$ cat src/rtl/codec_slave_if.sv
// I2S pin bundle between the equalizer core (master) and the CODEC responder (slave).
interface codec_slave_if;
    logic RSTn;
    logic SCLK;
    logic LRCLK;
    logic SDin;
    logic SDout;

    modport master (output RSTn, output SCLK, output LRCLK, output SDin, input SDout);
    modport slave  (input RSTn, input SCLK, input LRCLK, input SDin, output SDout);
endinterface

$ cat src/rtl/codec_slave.sv
// I2S CODEC-side responder: oversamples the core's pins on clk, deserializes rx words, serializes tx words.
// Optional LOOPBACK_EN: transmit the last received pair instead of tx_lft/tx_rht.
module codec_slave #(
    parameter int DW   = 24,
    parameter int SLOT = 32
) (
    input  logic          clk,
    input  logic          rst,
    codec_slave_if.slave  i2s,
    input  logic [DW-1:0] tx_lft,
    input  logic [DW-1:0] tx_rht,
    output logic [DW-1:0] rx_lft,
    output logic [DW-1:0] rx_rht,
    output logic          rx_vld,
    output logic          frm_err
);

    localparam int CW = $clog2(SLOT + 2);
    localparam logic [CW-1:0] SLOT_C = CW'(SLOT);
    localparam logic [CW-1:0] DW_C   = CW'(DW);
    localparam logic [CW-1:0] SAT_C  = CW'(SLOT + 1);

    localparam logic [1:0] ST_RESET     = 2'd0;
    localparam logic [1:0] ST_WAIT_SYNC = 2'd1;
    localparam logic [1:0] ST_LEFT      = 2'd2;
    localparam logic [1:0] ST_RIGHT     = 2'd3;

    logic [1:0]    rstn_s, sdin_s;
    logic [2:0]    sclk_s, lrclk_s;
    logic          sclk_rise, sclk_fall, lr_rise, lr_fall;
    logic [1:0]    state;
    logic [CW-1:0] rise_cnt, fall_cnt, rise_inc, fall_inc;
    logic [DW-1:0] rx_sh, rx_hold, rx_nxt;
    logic [DW-1:0] tx_sh, tx_rht_q, src_l, src_r;
    logic          in_frame, frame_edge;

`ifdef LOOPBACK_EN
    logic unused_tx;
    assign unused_tx = ^{tx_lft, tx_rht};
    assign src_l = rx_lft;
    assign src_r = rx_rht;
`else
    assign src_l = tx_lft;
    assign src_r = tx_rht;
`endif

    // Edge pulses are registered so every pin event reaches the FSM a fixed 3 clk after the pin.
    always_ff @(posedge clk) begin
        if (rst) begin
            rstn_s    <= '0;
            sdin_s    <= '0;
            sclk_s    <= '0;
            lrclk_s   <= '0;
            sclk_rise <= 1'b0;
            sclk_fall <= 1'b0;
            lr_rise   <= 1'b0;
            lr_fall   <= 1'b0;
        end else begin
            rstn_s    <= {rstn_s[0], i2s.RSTn};
            sdin_s    <= {sdin_s[0], i2s.SDin};
            sclk_s    <= {sclk_s[1:0], i2s.SCLK};
            lrclk_s   <= {lrclk_s[1:0], i2s.LRCLK};
            sclk_rise <= sclk_s[1] & ~sclk_s[2];
            sclk_fall <= ~sclk_s[1] & sclk_s[2];
            lr_rise   <= lrclk_s[1] & ~lrclk_s[2];
            lr_fall   <= ~lrclk_s[1] & lrclk_s[2];
        end
    end

    assign in_frame   = (state == ST_LEFT) || (state == ST_RIGHT);
    assign frame_edge = (in_frame && (lr_rise || lr_fall)) || ((state == ST_WAIT_SYNC) && lr_fall);
    assign rise_inc   = (rise_cnt == SAT_C) ? rise_cnt : rise_cnt + CW'(1);
    assign fall_inc   = (fall_cnt == SAT_C) ? fall_cnt : fall_cnt + CW'(1);
    assign rx_nxt     = {rx_sh[DW-2:0], sdin_s[1]};

    always_ff @(posedge clk) begin
        if (rst) begin
            state     <= ST_RESET;
            rise_cnt  <= '0;
            fall_cnt  <= '0;
            rx_sh     <= '0;
            rx_hold   <= '0;
            tx_sh     <= '0;
            tx_rht_q  <= '0;
            rx_lft    <= '0;
            rx_rht    <= '0;
            rx_vld    <= 1'b0;
            frm_err   <= 1'b0;
            i2s.SDout <= 1'b0;
        end else begin
            rx_vld <= 1'b0;
            if (!rstn_s[1]) begin
                state     <= ST_RESET;
                frm_err   <= 1'b0;
                rise_cnt  <= '0;
                fall_cnt  <= '0;
                i2s.SDout <= 1'b0;
            end else if (frame_edge) begin
                // LRCLK edge wins over a coincident SCLK fall; that fall is not counted.
                if (in_frame && (rise_cnt != SLOT_C))
                    frm_err <= 1'b1;
                state     <= lr_fall ? ST_LEFT : ST_RIGHT;
                rise_cnt  <= '0;
                fall_cnt  <= '0;
                i2s.SDout <= 1'b0;
                if (lr_fall) begin
                    tx_sh    <= src_l;
                    tx_rht_q <= src_r;
                end else begin
                    tx_sh <= tx_rht_q;
                end
            end else if (state == ST_RESET) begin
                state <= ST_WAIT_SYNC;
            end else if (in_frame) begin
                if (sclk_rise) begin
                    rise_cnt <= rise_inc;
                    if ((rise_cnt != '0) && (rise_cnt <= DW_C)) begin
                        rx_sh <= rx_nxt;
                        if (rise_cnt == DW_C) begin
                            if (state == ST_LEFT) begin
                                rx_hold <= rx_nxt;
                            end else begin
                                rx_lft <= rx_hold;
                                rx_rht <= rx_nxt;
                                rx_vld <= 1'b1;
                            end
                        end
                    end
                end
                if (sclk_fall) begin
                    fall_cnt <= fall_inc;
                    if (fall_inc <= DW_C) begin
                        i2s.SDout <= tx_sh[DW-1];
                        tx_sh     <= {tx_sh[DW-2:0], 1'b0};
                    end else begin
                        i2s.SDout <= 1'b0;
                    end
                end
            end
        end
    end

endmodule

$ cat src/flat_wrapper.sv
// flat-port wrapper written by rule: the top's interface ports become plain ports
module codec_slave_flat 
#(
    parameter int DW   = 24,
    parameter int SLOT = 32
)
  (clk, rst, tx_lft, tx_rht, rx_lft, rx_rht, rx_vld, frm_err, i2s_RSTn, i2s_SCLK, i2s_LRCLK, i2s_SDin, i2s_SDout);
  codec_slave_if i2s_i ();
  input  logic clk;
  input  logic rst;
  input  logic [DW-1:0] tx_lft;
  input  logic [DW-1:0] tx_rht;
  output logic [DW-1:0] rx_lft;
  output logic [DW-1:0] rx_rht;
  output logic rx_vld;
  output logic frm_err;
  input wire logic [$bits(i2s_i.RSTn)-1:0] i2s_RSTn;
  input wire logic [$bits(i2s_i.SCLK)-1:0] i2s_SCLK;
  input wire logic [$bits(i2s_i.LRCLK)-1:0] i2s_LRCLK;
  input wire logic [$bits(i2s_i.SDin)-1:0] i2s_SDin;
  output wire logic [$bits(i2s_i.SDout)-1:0] i2s_SDout;
  assign i2s_i.RSTn = i2s_RSTn;
  assign i2s_i.SCLK = i2s_SCLK;
  assign i2s_i.LRCLK = i2s_LRCLK;
  assign i2s_i.SDin = i2s_SDin;
  assign i2s_SDout = i2s_i.SDout;
  codec_slave #(.DW(DW), .SLOT(SLOT)) u_core (.clk(clk), .rst(rst), .i2s(i2s_i), .tx_lft(tx_lft), .tx_rht(tx_rht), .rx_lft(rx_lft), .rx_rht(rx_rht), .rx_vld(rx_vld), .frm_err(frm_err));
endmodule
$ cat config.mk
export PLATFORM = sky130hd
export DESIGN_NAME = codec_slave_flat
export DESIGN_NICKNAME = d
export VERILOG_FILES = /design/src/rtl/codec_slave_if.sv /design/src/rtl/codec_slave.sv /design/src/flat_wrapper.sv
export SDC_FILE = /design/constraint.sdc
export NUM_CORES = 1
export LEC_CHECK = 0
export BUFFER_PORTS_ARGS = -buffer_cell sky130_fd_sc_hd__buf_2
export CAP_MARGIN = 15
export CORE_MARGIN = 2
export CORE_UTILIZATION = 23
export CTS_BUF_LIST = sky130_fd_sc_hd__clkbuf_8
export CTS_CLUSTER_SIZE = 30
export DETAILED_ROUTE_END_ITERATION = 10
export HOLD_SLACK_MARGIN = 0.05
export PLACE_DENSITY = 0.51
export RECOVER_POWER = 50
export SLEW_MARGIN = 20
export SYNTH_ARGS = -nofsm -noshare
export SYNTH_HDL_FRONTEND = slang
export SYNTH_SLANG_ARGS = --single-unit
$ cat constraint.sdc
create_clock -name clk -period 2 [get_ports clk]
set_input_delay 0.2 -clock clk [delete_from_list [all_inputs] [get_ports clk]]
set_output_delay 0.2 -clock clk [all_outputs]
set_load 0.02 [all_outputs]
==> flow_metrics.py <==
metrics = {
    "global_routing": {
        "antenna_found_initial": 0,
        "grt_use_met3": 0.0322,
        "gr-usage-met1": 0.158,
        "grt.overflow.total": 0,
        "grt-busiest-layer": "met2",
        "met2_usage": 0.189,
        "grt_start_max_net_pins": 156,
        "grt_pass1_vias": 5569,
        "grtUsageTotal": 0.120,
        "grt_pass1_wl_um": 29500,
    },
    "synth": {
        "ys.flop_type": "dfxtp_1",
        "yosys.cell_types.count": 50,
        "synth.cell_area_um2": 6710,
        "syn_nets": 822,
        "synthArstFlopShare": 0,
        "synth_cells": 763,
        "synth_top_area_frac": 0.519,
        "ys_ff_latch": 174,
        "synth_edf_count": 0,
        "synth_area_leaders": "dfxtp_1, nand2_1, a21oi_1",
        "syn_avg_cell_area_um2": 8.79,
        "yosysTopAreaCell": "dfxtp_1",
        "yosysWarningCount": 0,
        "yosysSeqAreaShare": 0.519,
    },
    "setup_path": {
        "regToRegStartpoint": "u_core.state[1]$_SDFFE_PP0P_",
        "criticalPathCategory": "reg2reg",
        "rr_worst_depth": 7,
        "r2r-end": "u_core.tx_sh[2]$_SDFFE_PP0P_",
        "worstPathRequired_ns": 2.37,
        "setup.worst_path.start_class": "flop",
        "crit_fanout": 23,
        "end_kind": "flop",
        "critPathArrivalTime_ns": 2.20,
        "rrSetupSlack_ns": 0.17,
    },
    "floorplan": {
        "initial_core_util": 0.234,
        "die_h_um": 175,
        "die_width_um": 175,
        "ios": 105,
        "fp-row-count": 62,
        "die_area_um2": 30600,
        "core_um2": 28700,
    },
    "cells_and_area": {
        "fin_util": 0.291,
        "multiInputGateArea_um2": 2910,
        "fill_cells": 3171,
        "area_growth_pct": 24.5,
        "nets": 937,
        "seqCellArea_um2": 3480,
        "drive_gt1_frac": 0.148,
        "stdcell_area_um2": 8360,
        "antennaDiodeCount": 0,
    },
    "placed_design": {
        "dp_hpwl_um": 11100,
        "place_congestion": 0.767,
        "placed_area_um2": 7680,
        "port-buffer-count": 104,
        "pre_cts_ws_ns": 0.0871,
    },
    "routing": {
        "routed_wl_um": 18500,
        "first_iter_violations": 550,
        "vias": 5740,
        "vias_per_cell": 4.50,
        "route.detailed.wl_per_inst_um": 14.5,
        "drc_errors": 0,
        "drtAntennaViolNets": 0,
        "dr.pass1.iters": 6,
    },
    "clock_network": {
        "cts.clk_slew.worst_paths_ns": 0.10,
        "clk_latency_ns": 0.47,
        "cts_inserted_buffers": 17,
        "root_buffer": "clkbuf_8",
        "cts_setup_buffers": 0,
        "htree_levels": 4,
        "cts.sink_count": 174,
        "cts_buffer_depth": 2,
        "cts_tree": "done",
    },
    "job": {
        "drv_cap": 0,
    },
    "sta": {
        "tightestPinTransition_ns": 0.724,
        "slew_headroom": 0.518,
        "setup_viol": 0,
        "finalCriticalPeriod_ns": 1.83,
        "finalSetupTns_ns": 0,
        "setup_ws_ns": 0.169,
        "slew_violations": 0,
        "fmax_mhz": 546,
        "rsz0062_at_grt": "true",
        "skew_ns": 0.0139,
        "finalCritPeriodShare": 0.916,
        "hold_viol": 0,
    },
    "power": {
        "powerDensity_nw_per_um2": 740,
        "peakVddDrop_mv": 0.430,
        "p_leak_nw": 2.70,
    },
    "hold_path": {
        "whs_path_depth": 3,
        "hold_path.startpoint": "tx_lft[19]",
        "min_to": "u_core.tx_sh[19]$_SDFFE_PP0P_",
        "hp-class": "in2reg",
    },
    "run_status": {
        "outcome": "completed",
    },
}
[stage by stage]
stage / instances / power [W] / hold WS (ns)
after CTS: 1273 / 0.00629 / 0.0960
after detailed placement: 1213 / 0.00371 / 0.400
after floorplan: 763 / 0.00362 / 0.328
after global routing: 1275 / 0.00645 / 0.118
after global placement: 1213 / 0.00371 / 0.398
final: 1275 / 0.00618 / 0.138
[cells in the final DEF, fill, tap and decap left out, drive strengths merged, types with 5 or more instances in the layout]
cell	instances
nor2	47
a211oi	24
dlygate4sd3	28
inv	15
clkbuf	72
mux2i	24
ha	5
nand2	202
a222oi	23
a21oi	102
buf	75
dfxtp	174
xnor2	6
a31oi	24
nor2b	14
[flip-flops by register name, summed over array words and instances, names as in the netlist, named ones only]
register          cells
u_core.fall_cnt       5
u_core.frm_err        1
u_core.i2s.SDout      1
u_core.lr_fall        1
u_core.lr_rise        1
u_core.lrclk_s        3
u_core.rise_cnt       6
u_core.rstn_s         2
u_core.rx_hold       24
u_core.rx_lft        24
u_core.rx_rht        24
u_core.rx_sh         23
u_core.rx_vld         1
u_core.sclk_fall      1
u_core.sclk_rise      1
u_core.sclk_s         3
u_core.sdin_s         2
u_core.state          2
u_core.tx_rht_q      24
u_core.tx_sh         24
[how the worst max path moves through the flow]
stage | start | to | slack, ns | depth (start not counted)
after detailed placement | u_core.fall_cnt[0]$_SDFFE_PP0P_ | u_core.tx_sh[5]$_SDFFE_PP0P_ | 0.09 | 6
after CTS | u_core.fall_cnt[0]$_SDFFE_PP0P_ | u_core.tx_sh[10]$_SDFFE_PP0P_ | 0.05 | 6
after floorplan | u_core.fall_cnt[0]$_SDFFE_PP0P_ | u_core.tx_sh[14]$_SDFFE_PP0P_ | 0.11 | 7
final | u_core.state[1]$_SDFFE_PP0P_ | u_core.tx_sh[2]$_SDFFE_PP0P_ | 0.17 | 7
after global placement | u_core.fall_cnt[0]$_SDFFE_PP0P_ | u_core.tx_sh[18]$_SDFFE_PP0P_ | 0.12 | 6
after global routing | u_core.rise_cnt[0]$_SDFFE_PP0P_ | u_core.rx_rht[11]$_SDFFE_PP0P_ | -0.008 | 9
[synthesized netlist by cell type (all sizes together), types with 2 or more instances]
library cell,number
nor3b,2
nand2,202
o21a,2
and4,2
and3b,2
clkbuf,35
a31oi,24
a222oi,23
inv,7
xor2,3
and2,3
buf,26
xnor2,6
a211oi,24
nor2,47
nand3,4
mux2i,24
nor3,2
dfxtp,174
o21ai,3
nand4,4
nor2b,14
and3,3
a21oi,102
nand2b,3
ha,5
[cell type report]
| type | instances | share of cell area |
|---|---|---|
| well taps | 384 | 0.0575 |
| repair buffers | 157 | 0.126 |
| inverters | 7 | 0.00314 |
| clock buffers | 18 | 0.0296 |
| clock inverters | 14 | 0.0180 |
| flip-flops and latches | 174 | 0.417 |
| multi-input cells | 521 | 0.349 |
[what timing repair did]
item | 4_1_cts | 5_1_grt
resized for setup | 0 | 9
hold buffers | 28 | 0
hold endpoints to repair | 28 | 0
endpoints found under the setup margin | 0 | 58
[metal layers]
| layer | wire (um) | vias up |
|---|---|---|
| met1 | 8950 | 2724 |
| met3 | 959 | 11 |
| li1 | - | 2863 |
| met2 | 8420 | 142 |
| met5 | 0 | - |
| met4 | 217 | 0 |
[worst max-delay path: stages (launching register included)]
cell and delay (ns):
dfxtp_1 0.39, buf_4 0.19, nand2_1 0.13, a211o_1 0.30, nand3_2 0.07, buf_4 0.27
a31oi_1 0.13, a211oi_1 0.24
[power breakdown]
part | total, W | internal (W) | leakage, nW | switching [W]
sequential | 0.00348 | 0.00347 | 1.40 | 0.00000726
clock | 0.00251 | 0.00107 | 0.202 | 0.00145
combinational | 0.000187 | 0.0000892 | 1.10 | 0.0000973
total | 0.00618 | 0.00463 | 2.70 | 0.00155
[cell families (layout without fill, tap and decap cells)]
kind of cell             count (synthesis)  count (layout)  synth area share
adder cells (fa/ha/maj)                  5               5           0.00932
AO/OA/AOI/OAI                          190             190             0.189
AND/OR/NAND/NOR                        293             293             0.184
buffers and inverters                   68             196            0.0517
flip-flops                             174             174             0.519
multiplexers                            24              24            0.0358
XOR/XNOR                                 9               9            0.0117
(Power assumes the default switching activity.)
